==> src/rtl/score_text_renderer.sv <==
// score_text_renderer: converts the binary score to four decimal glyphs drawn on the VGA stream
module score_text_renderer #(
  parameter int X0         = 480,
  parameter int Y0         = 64,
  parameter int DIGITS     = 4,
  parameter int SCALE_LOG2 = 1
) (
  input  logic        clk,
  input  logic        reset,
  input  logic [13:0] score_in,
  input  logic        score_load,
  input  logic [9:0]  pix_x,
  input  logic [9:0]  pix_y,
  input  logic        video_on,
  output logic [3:0]  char_code,
  output logic [2:0]  char_row,
  input  logic [7:0]  glyph_bits,
  output logic        text_on,
  output logic        busy
);
  localparam logic [9:0] BOX_W = 10'(DIGITS * 8 << SCALE_LOG2);
  localparam logic [9:0] BOX_H = 10'(8 << SCALE_LOG2);
  typedef enum logic [1:0] {IDLE, CONVERT, DONE} state_t;
  state_t      state_q, state_d;
  logic [29:0] shift_q, shift_d;
  logic [3:0]  cnt_q, cnt_d;
  logic        pend_q, pend_d;
  logic [13:0] pend_val_q, pend_val_d;
  logic [15:0] disp_q, disp_d;
  logic        busy_q, busy_d;
  logic        text_on_q, text_on_d;
  logic [13:0] score_sat;
  logic [15:0] bcd_adj;
  logic [9:0]  rel_x, rel_y;
  logic        in_box;
  logic [1:0]  idx;
  logic [2:0]  col;
  logic [3:0]  code [4];
  // double-dabble sequencer: saturate, queue loads while busy, publish digits only when complete
  always_comb begin
    score_sat = score_in > 14'd9999 ? 14'd9999 : score_in;
    for (int i = 0; i < 4; i++)
      bcd_adj[i*4 +: 4] = shift_q[14+i*4 +: 4] >= 4'd5 ? shift_q[14+i*4 +: 4] + 4'd3 : shift_q[14+i*4 +: 4];
    state_d    = state_q;
    shift_d    = shift_q;
    cnt_d      = cnt_q;
    pend_d     = pend_q;
    pend_val_d = pend_val_q;
    disp_d     = disp_q;
    if (score_load && state_q != IDLE) begin
      pend_d     = 1'b1;
      pend_val_d = score_sat;
    end
    case (state_q)
      IDLE: if (score_load) begin
        state_d = CONVERT;
        shift_d = {16'd0, score_sat};
        cnt_d   = 4'd0;
      end
      CONVERT: begin
        shift_d = {bcd_adj[14:0], shift_q[13:0], 1'b0};
        cnt_d   = cnt_q + 4'd1;
        state_d = cnt_q == 4'd13 ? DONE : CONVERT;
      end
      DONE: begin
        disp_d  = shift_q[29:14];
        pend_d  = 1'b0;
        state_d = score_load || pend_q ? CONVERT : IDLE;
        shift_d = {16'd0, score_load ? score_sat : pend_val_q};
        cnt_d   = 4'd0;
      end
      default: state_d = IDLE;
    endcase
    busy_d = state_d != IDLE;
  end
  // pixel addressing into the glyph ROM with leading-zero blanking
  always_comb begin
    rel_x     = pix_x - 10'(X0);
    rel_y     = pix_y - 10'(Y0);
    in_box    = rel_x < BOX_W && rel_y < BOX_H;
    idx       = 2'(rel_x >> (3 + SCALE_LOG2));
    col       = 3'(rel_x >> SCALE_LOG2);
    code[0]   = disp_q[15:12] == 4'd0 ? 4'd15 : disp_q[15:12];
    code[1]   = disp_q[15:8] == 8'd0 ? 4'd15 : disp_q[11:8];
    code[2]   = disp_q[15:4] == 12'd0 ? 4'd15 : disp_q[7:4];
    code[3]   = disp_q[3:0];
    char_code = in_box ? code[idx] : 4'd15;
    char_row  = in_box ? 3'(rel_y >> SCALE_LOG2) : 3'd0;
    text_on_d = video_on & in_box & glyph_bits[3'd7 - col];
  end
  // state registers; reset aborts any conversion and shows a lone zero
  always_ff @(posedge clk or posedge reset) begin
    if (reset) begin
      state_q    <= IDLE;
      shift_q    <= '0;
      cnt_q      <= '0;
      pend_q     <= 1'b0;
      pend_val_q <= '0;
      disp_q     <= '0;
      busy_q     <= 1'b0;
      text_on_q  <= 1'b0;
    end else begin
      state_q    <= state_d;
      shift_q    <= shift_d;
      cnt_q      <= cnt_d;
      pend_q     <= pend_d;
      pend_val_q <= pend_val_d;
      disp_q     <= disp_d;
      busy_q     <= busy_d;
      text_on_q  <= text_on_d;
    end
  end
  assign busy    = busy_q;
  assign text_on = text_on_q;
endmodule
==> config.mk <==
export PLATFORM = sky130hd
export DESIGN_NAME = score_text_renderer
export DESIGN_NICKNAME = d
export VERILOG_FILES = /design/src/rtl/score_text_renderer.sv
export SDC_FILE = /design/constraint.sdc
export NUM_CORES = 1
export LEC_CHECK = 0
export BUFFER_PORTS_ARGS = -buffer_cell sky130_fd_sc_hd__buf_4
export CAP_MARGIN = 5
export CORE_UTILIZATION = 45
export CTS_BUF_LIST = sky130_fd_sc_hd__clkbuf_4 sky130_fd_sc_hd__clkbuf_8
export CTS_CLUSTER_DIAMETER = 40
export DETAILED_ROUTE_END_ITERATION = 12
export PLACE_DENSITY = 0.75
export SLEW_MARGIN = 20
export SYNTH_ARGS = -nofsm -noshare
export SYNTH_HDL_FRONTEND = slang
export SYNTH_SLANG_ARGS = --single-unit
==> constraint.sdc <==
create_clock -name clk -period 1.8 [get_ports clk]
set_input_delay 0.18 -clock clk [delete_from_list [all_inputs] [get_ports clk]]
set_output_delay 0.18 -clock clk [all_outputs]
set_load 0.005 [all_outputs]
### Yosys cells after proc, flatten, opt, wreduce, memory -nomap -nowiden

Index checks and enable logic that the tools add are counted.
W data, S select, Z words.

* memory bits (read-only): 0
* latch bits: 0
* memories: 0
* register bits after elaboration: 69
* word-level logic and storage cells: 70
* output and inout bits: 9
* input port bits: 46
* bits in writable memories: 0

* mux-type cells: 26
* multipliers: 0
* $add $sub $neg: 8
* bitwise operators: 3
* reductions and logical operators: 12
* equality and inequality tests: 4
* divide/modulo/power cells: 0
* shift operators: 0
* order comparisons: 9

Operators with widths (count)
* $pmux W30 S3: 1
* $mux W4: 10
* $mux W30: 1
* $mux W14: 2
* $ge A4 B3 Y1 const B: 4
* $gt A14 B14 Y1 const B: 1
* $add A4 B2 Y4 const B: 3
* $logic_not A12 Y1: 1
* $pmux W4 S3: 1
* $lt A10 B5 Y1 const B: 1
* $lt A10 B7 Y1 const B: 1
* $sub A10 B7 Y10 const B: 1
* $sub A10 B9 Y10 const B: 1
* $bmux W4 S2: 1
* $logic_not A8 Y1: 1
* $mux W3: 2
* $pmux W2 S3: 1
* $reduce_bool A2 Y1: 3
* $add A4 B1 Y4 const B: 1
* $eq A4 B4 Y1 const B: 1
* $logic_not A4 Y1: 1
* $lt A3 B4 Y1 const B: 1
* $mux W1: 4
* $mux W2: 2
* other kinds (14): 16

### Logic depth before layout (Yosys ltp)

* depth in word-level cells: 6
* gate-level depth with buffers: 8
* gate-level depth less buffers: 6

### Worst setup path after synthesis

Ideal clock, no wire load.

* path type: flip-flop to output port
* from: reg disp_q[13]
* to: out char_code[0]
* stages on the path, launching flop included: 5
* setup slack: -102 ps
* path buffers: 0
* required time: 1620 ps
* arrival time: 1722 ps
* cell sequence: dfrtp_1 > or4_4 > or4_4 > o21a_1 > o211ai_2

* longest elaborated chain between the ends: 6
* elaborated cells between the ends (all ways): 10
* classes of those cells: 7 x mux; 3 x reduce/logical

Ends and longest elaborated chain
* start: declaration: line 29 `logic [15:0] disp_q, disp_d;`
* start signal: assignment: line 108 `disp_q <= disp_d;`
* $logic_not A12 Y1, or another cell as far along: line 85 `code[2] = disp_q[15:4] == 12'd0 ? 4'd15 : disp_q[7:4];`
* $mux W4, on equally long branches: line 85, 83, 84
* $bmux W4 S2 *: line 87 `char_code = in_box ? code[idx] : 4'd15;`
* $mux W4 (not written as such) * (2 in series): line 87
* $mux W4 *: line 87
* end: declaration: line 15 `output logic [3:0] char_code,`

Every way passes the cells marked *; elsewhere a longest branch is shown, timed or not. The select of a mux whose other input is x is not followed.

### Worst setup path in the final report

* from: reg disp_q[9]
* to: out char_code[3]

* longest elaborated chain between the ends: 6
* elaborated cells between the ends (all ways): 8
* classes of those cells: 6 x mux; 2 x reduce/logical

Ends and longest elaborated chain (line)
* $logic_not A12 Y1 or $logic_not A8 Y1 (tied branches): 85, 84
* $mux W4, on equally long branches: 85, 84
* $bmux W4 S2 *: 87
* $mux W4 (not written as such) * (2 in series): 87
* $mux W4 *: 87

Marked as above.

==> impl_metrics.csv <==
group,metric,value,unit
status,outcome,"finished, violations left",
status,violations,"setup timing",
clocking,cts_tree,"yes",
timing,rsz0062_at_grt,"true",
power_and_ir_drop,power_density,1180,nW/um^2
worst_setup_path,start_kind,"flop",
hold_path,hold_path_class,"input port to flop",
global_route,grt_overflow,0,
route,first_pass_iters,4,
timing,final-setup-viol-count,4,
synthesis,dominantRegCellSynth,"dfrtp_1",
timing,timing.final.crit_period,2400,ps
clocking,clock-sinks,69,
place,place.gp.congestion,0.848,
route,vias,3175,
final_layout,area_growth,28.6,%
synthesis,yosys.area_share.simple,15.1,%
floorplanning,rows,32,
floorplanning,coreArea,7810,sq um
hold_path,whs_path_depth,2,
worst_setup_path,cp.arrival,2220,ps
clocking,clockBufferDepth,2,
final_layout,final_common_cell,"buf_4",
timing,hold_viol_final,0,
power_and_ir_drop,p_leak,2.23,nW
timing,fin_ws,-600,ps
clocking,cts_root_buffer,"clkbuf_8",
worst_setup_path,worstPathRequired,1620,ps
final_layout,drive_gt1_share,31.2,%
timing,slew_headroom,66.7,%
place,portBuffers,52,
clocking,clk_latency,350,ps
worst_setup_path,path_max_fanout,2,
power_and_ir_drop,post-layout-total-power,0.00557,W
synthesis,avgSynthCellArea,9.93,sq um
clocking,clkTransAtPathRegs,70,ps
global_route,grt_max_degree,31,
global_route,grt_pass1_vias,3158,
synthesis,syn_inst,370,
global_route,antenna_found_initial,0,
synthesis,async_flop_share,100,%
power_and_ir_drop,intPower,0.00369,W
synthesis,synthesis.nets,432,
floorplanning,die_y,92.3,microns
floorplanning,initial_core_util,47.0,%
final_layout,antenna_cells,0,
power_and_ir_drop,p_seq_share,40.7,%
power_and_ir_drop,p_switching,0.00188,W
floorplanning,die-area,8530,sq um
worst_setup_path,critPathKind,"flop to output pin",
route,drt_iter0_drc,253,
route,wirelength,8420,microns
route,vias_per_cell,5.70,
timing,finalCritPeriodShare,133,%
route,wl_per_cell,15.1,microns
final_layout,final_cells,557,
route,ant_nets,0,
place,dp_cells,538,
synthesis,syn_area,3670,sq um
timing,finClkSkew,6.70,ps
synthesis,synth_mux_area_share,7.22,%
synthesis,synthAdderAreaFrac,5.45,%
clocking,h-tree-depth,3,
synthesis,synth_top_family_by_area,"compound AO/OA/AOI/OAI gates",
floorplanning,die_width,92.3,microns
global_route,grt_usage,21.4,%
timing,fmax,0.417,GHz
timing,tightest_slew,498,ps
final_layout,fin_util,60.5,%
power_and_ir_drop,p_comb_share,35.2,%
synthesis,ys_ff_latch,69,
clocking,cts-buffers-inserted,9,
place,dp_hpwl,6110,microns
synthesis,synth-edff-count,0,
power_and_ir_drop,swShare,33.7,%
synthesis,yosys_warnings,0,
route,drcViolationCount,0,
worst_setup_path,cp-end-kind,"output pin",
global_route,grt_pass1_wl,14400,microns
power_and_ir_drop,ir_drop,696,uV
synthesis,synth_cell_types,50,
final_layout,final_cell_mix,"80 x buf_4, 68 x dfrtp_1, 36 x nand2_1",
job,drv_cap,0,
synthesis,ys_seq_area_share,47.0,%
timing,finalMaxSlewViolations,0,
worst_setup_path,r2r_cells,6,
synthesis,synth_compound_area_share,20.4,%
synthesis,synth_xor_area_share,1.43,%
final_layout,nets,512,
power_and_ir_drop,clockPowerShare,24.1,%
floorplanning,io_pins,55,
==> routing by layer <==
metal | vias up | GRT usage [%] | wire (microns)
met3 | 12 | 5.42 | 414
li1 | 1521 | - | -
met2 | 96 | 33.6 | 3980
met4 | 0 | 9.77 | 144
met5 | - | 0 | 0
met1 | 1546 | 27.7 | 3880
==> path summary, 6_finish.rpt <==
path                            slack [ps]              to          start
worst max-delay path                  -600    char_code[3]      disp_q[9]
worst min-delay path                    70         text_on       video_on
worst max register to register          60      shift_q[2]     state_q[1]
worst min register to register         480   pend_val_q[8]  pend_val_q[8]
max in group asynchronous              870   pend_val_q[5]          reset
min in group asynchronous              420  pend_val_q[12]          reset
==> flip-flops by register name, indices dropped and copies added (netlist names) <==
name,flops
state_q,2
cnt_q,4
text_on,1
shift_q,30
pend_q,1
disp_q,16
busy,1
pend_val_q,14
==> Yosys cell counts, types with 6 or more instances <==
master	n	area share, %
o21ai_0	18	2.5
nand2b_1	9	1.5
ha_1	16	5.5
dfrtp_1	69	47
o21ai_1	14	1.9
clkbuf_1	13	1.3
o22ai_1	9	1.5
a221oi_1	10	2.4
nor2_1	30	3.1
mux2_2	16	4.9
nand2_1	37	3.8
a21oi_1	24	3.3
and2_1	6	1.0
inv_1	15	1.5
==> worst max-delay path, cell delays in order, from the launching register on <==
cell,delay [ps]
dfrtp_1,380
or4_4,540
or4_4,490
o21a_1,190
o211ai_2,140
buf_4,130
==> power by group through the flow <==
| stage | registers [W] | clock network [W] | logic, W |
|---|---|---|---|
| after floorplan | 0.00219 | 0 | 0.00132 |
| after global placement | 0.00226 | 0 | 0.00181 |
| after detailed placement | 0.00227 | 0 | 0.00187 |
| after CTS | 0.00225 | 0.00136 | 0.00190 |
| after global routing | 0.00232 | 0.00144 | 0.00221 |
| final | 0.00226 | 0.00134 | 0.00196 |
==> kinds of logic (layout without fill, tap and decap cells) <==
group           after synthesis  after routing
simple gates                114            114
xor+xnor                      6              6
compound gates              111            111
buf+inv                      32            117
fa+ha+maj                    16             16
mux                          22             22
flops                        69             69
==> per-stage QoR <==
step | hold WS, ps | setup TNS (ps) | setup slack (ps) | area, sq um
6_report | 67.6 | -2130 | -600 | 4720
5_1_grt | 64.7 | -2520 | -660 | 4720
4_1_cts | 54.8 | -2180 | -616 | 4660
3_5_place_dp | 242 | -815 | -235 | 4430
3_3_place_gp | 244 | -544 | -197 | 4430
2_1_floorplan | 307 | -205 | -102 | 3700
==> what timing repair did <==
action	in CTS	in global routing
setup endpoints to repair	7	28
resized for setup	3	14
setup buffers	0	2
hold buffers	1	0
endpoints found under the hold margin	19	0
pin swaps	3	3
==> cell type report <==
type	count	area, sq um
Sequential cell	69	1730
Timing Repair Buffer	85	691
Clock buffer	13	173
Fill cell	670	3090
Multi-Input combinational cell	269	1900
Clock inverter	3	42.5
Tap cell	102	128
Inverter	16	63.8
Power figures use the tool's default switching activity.
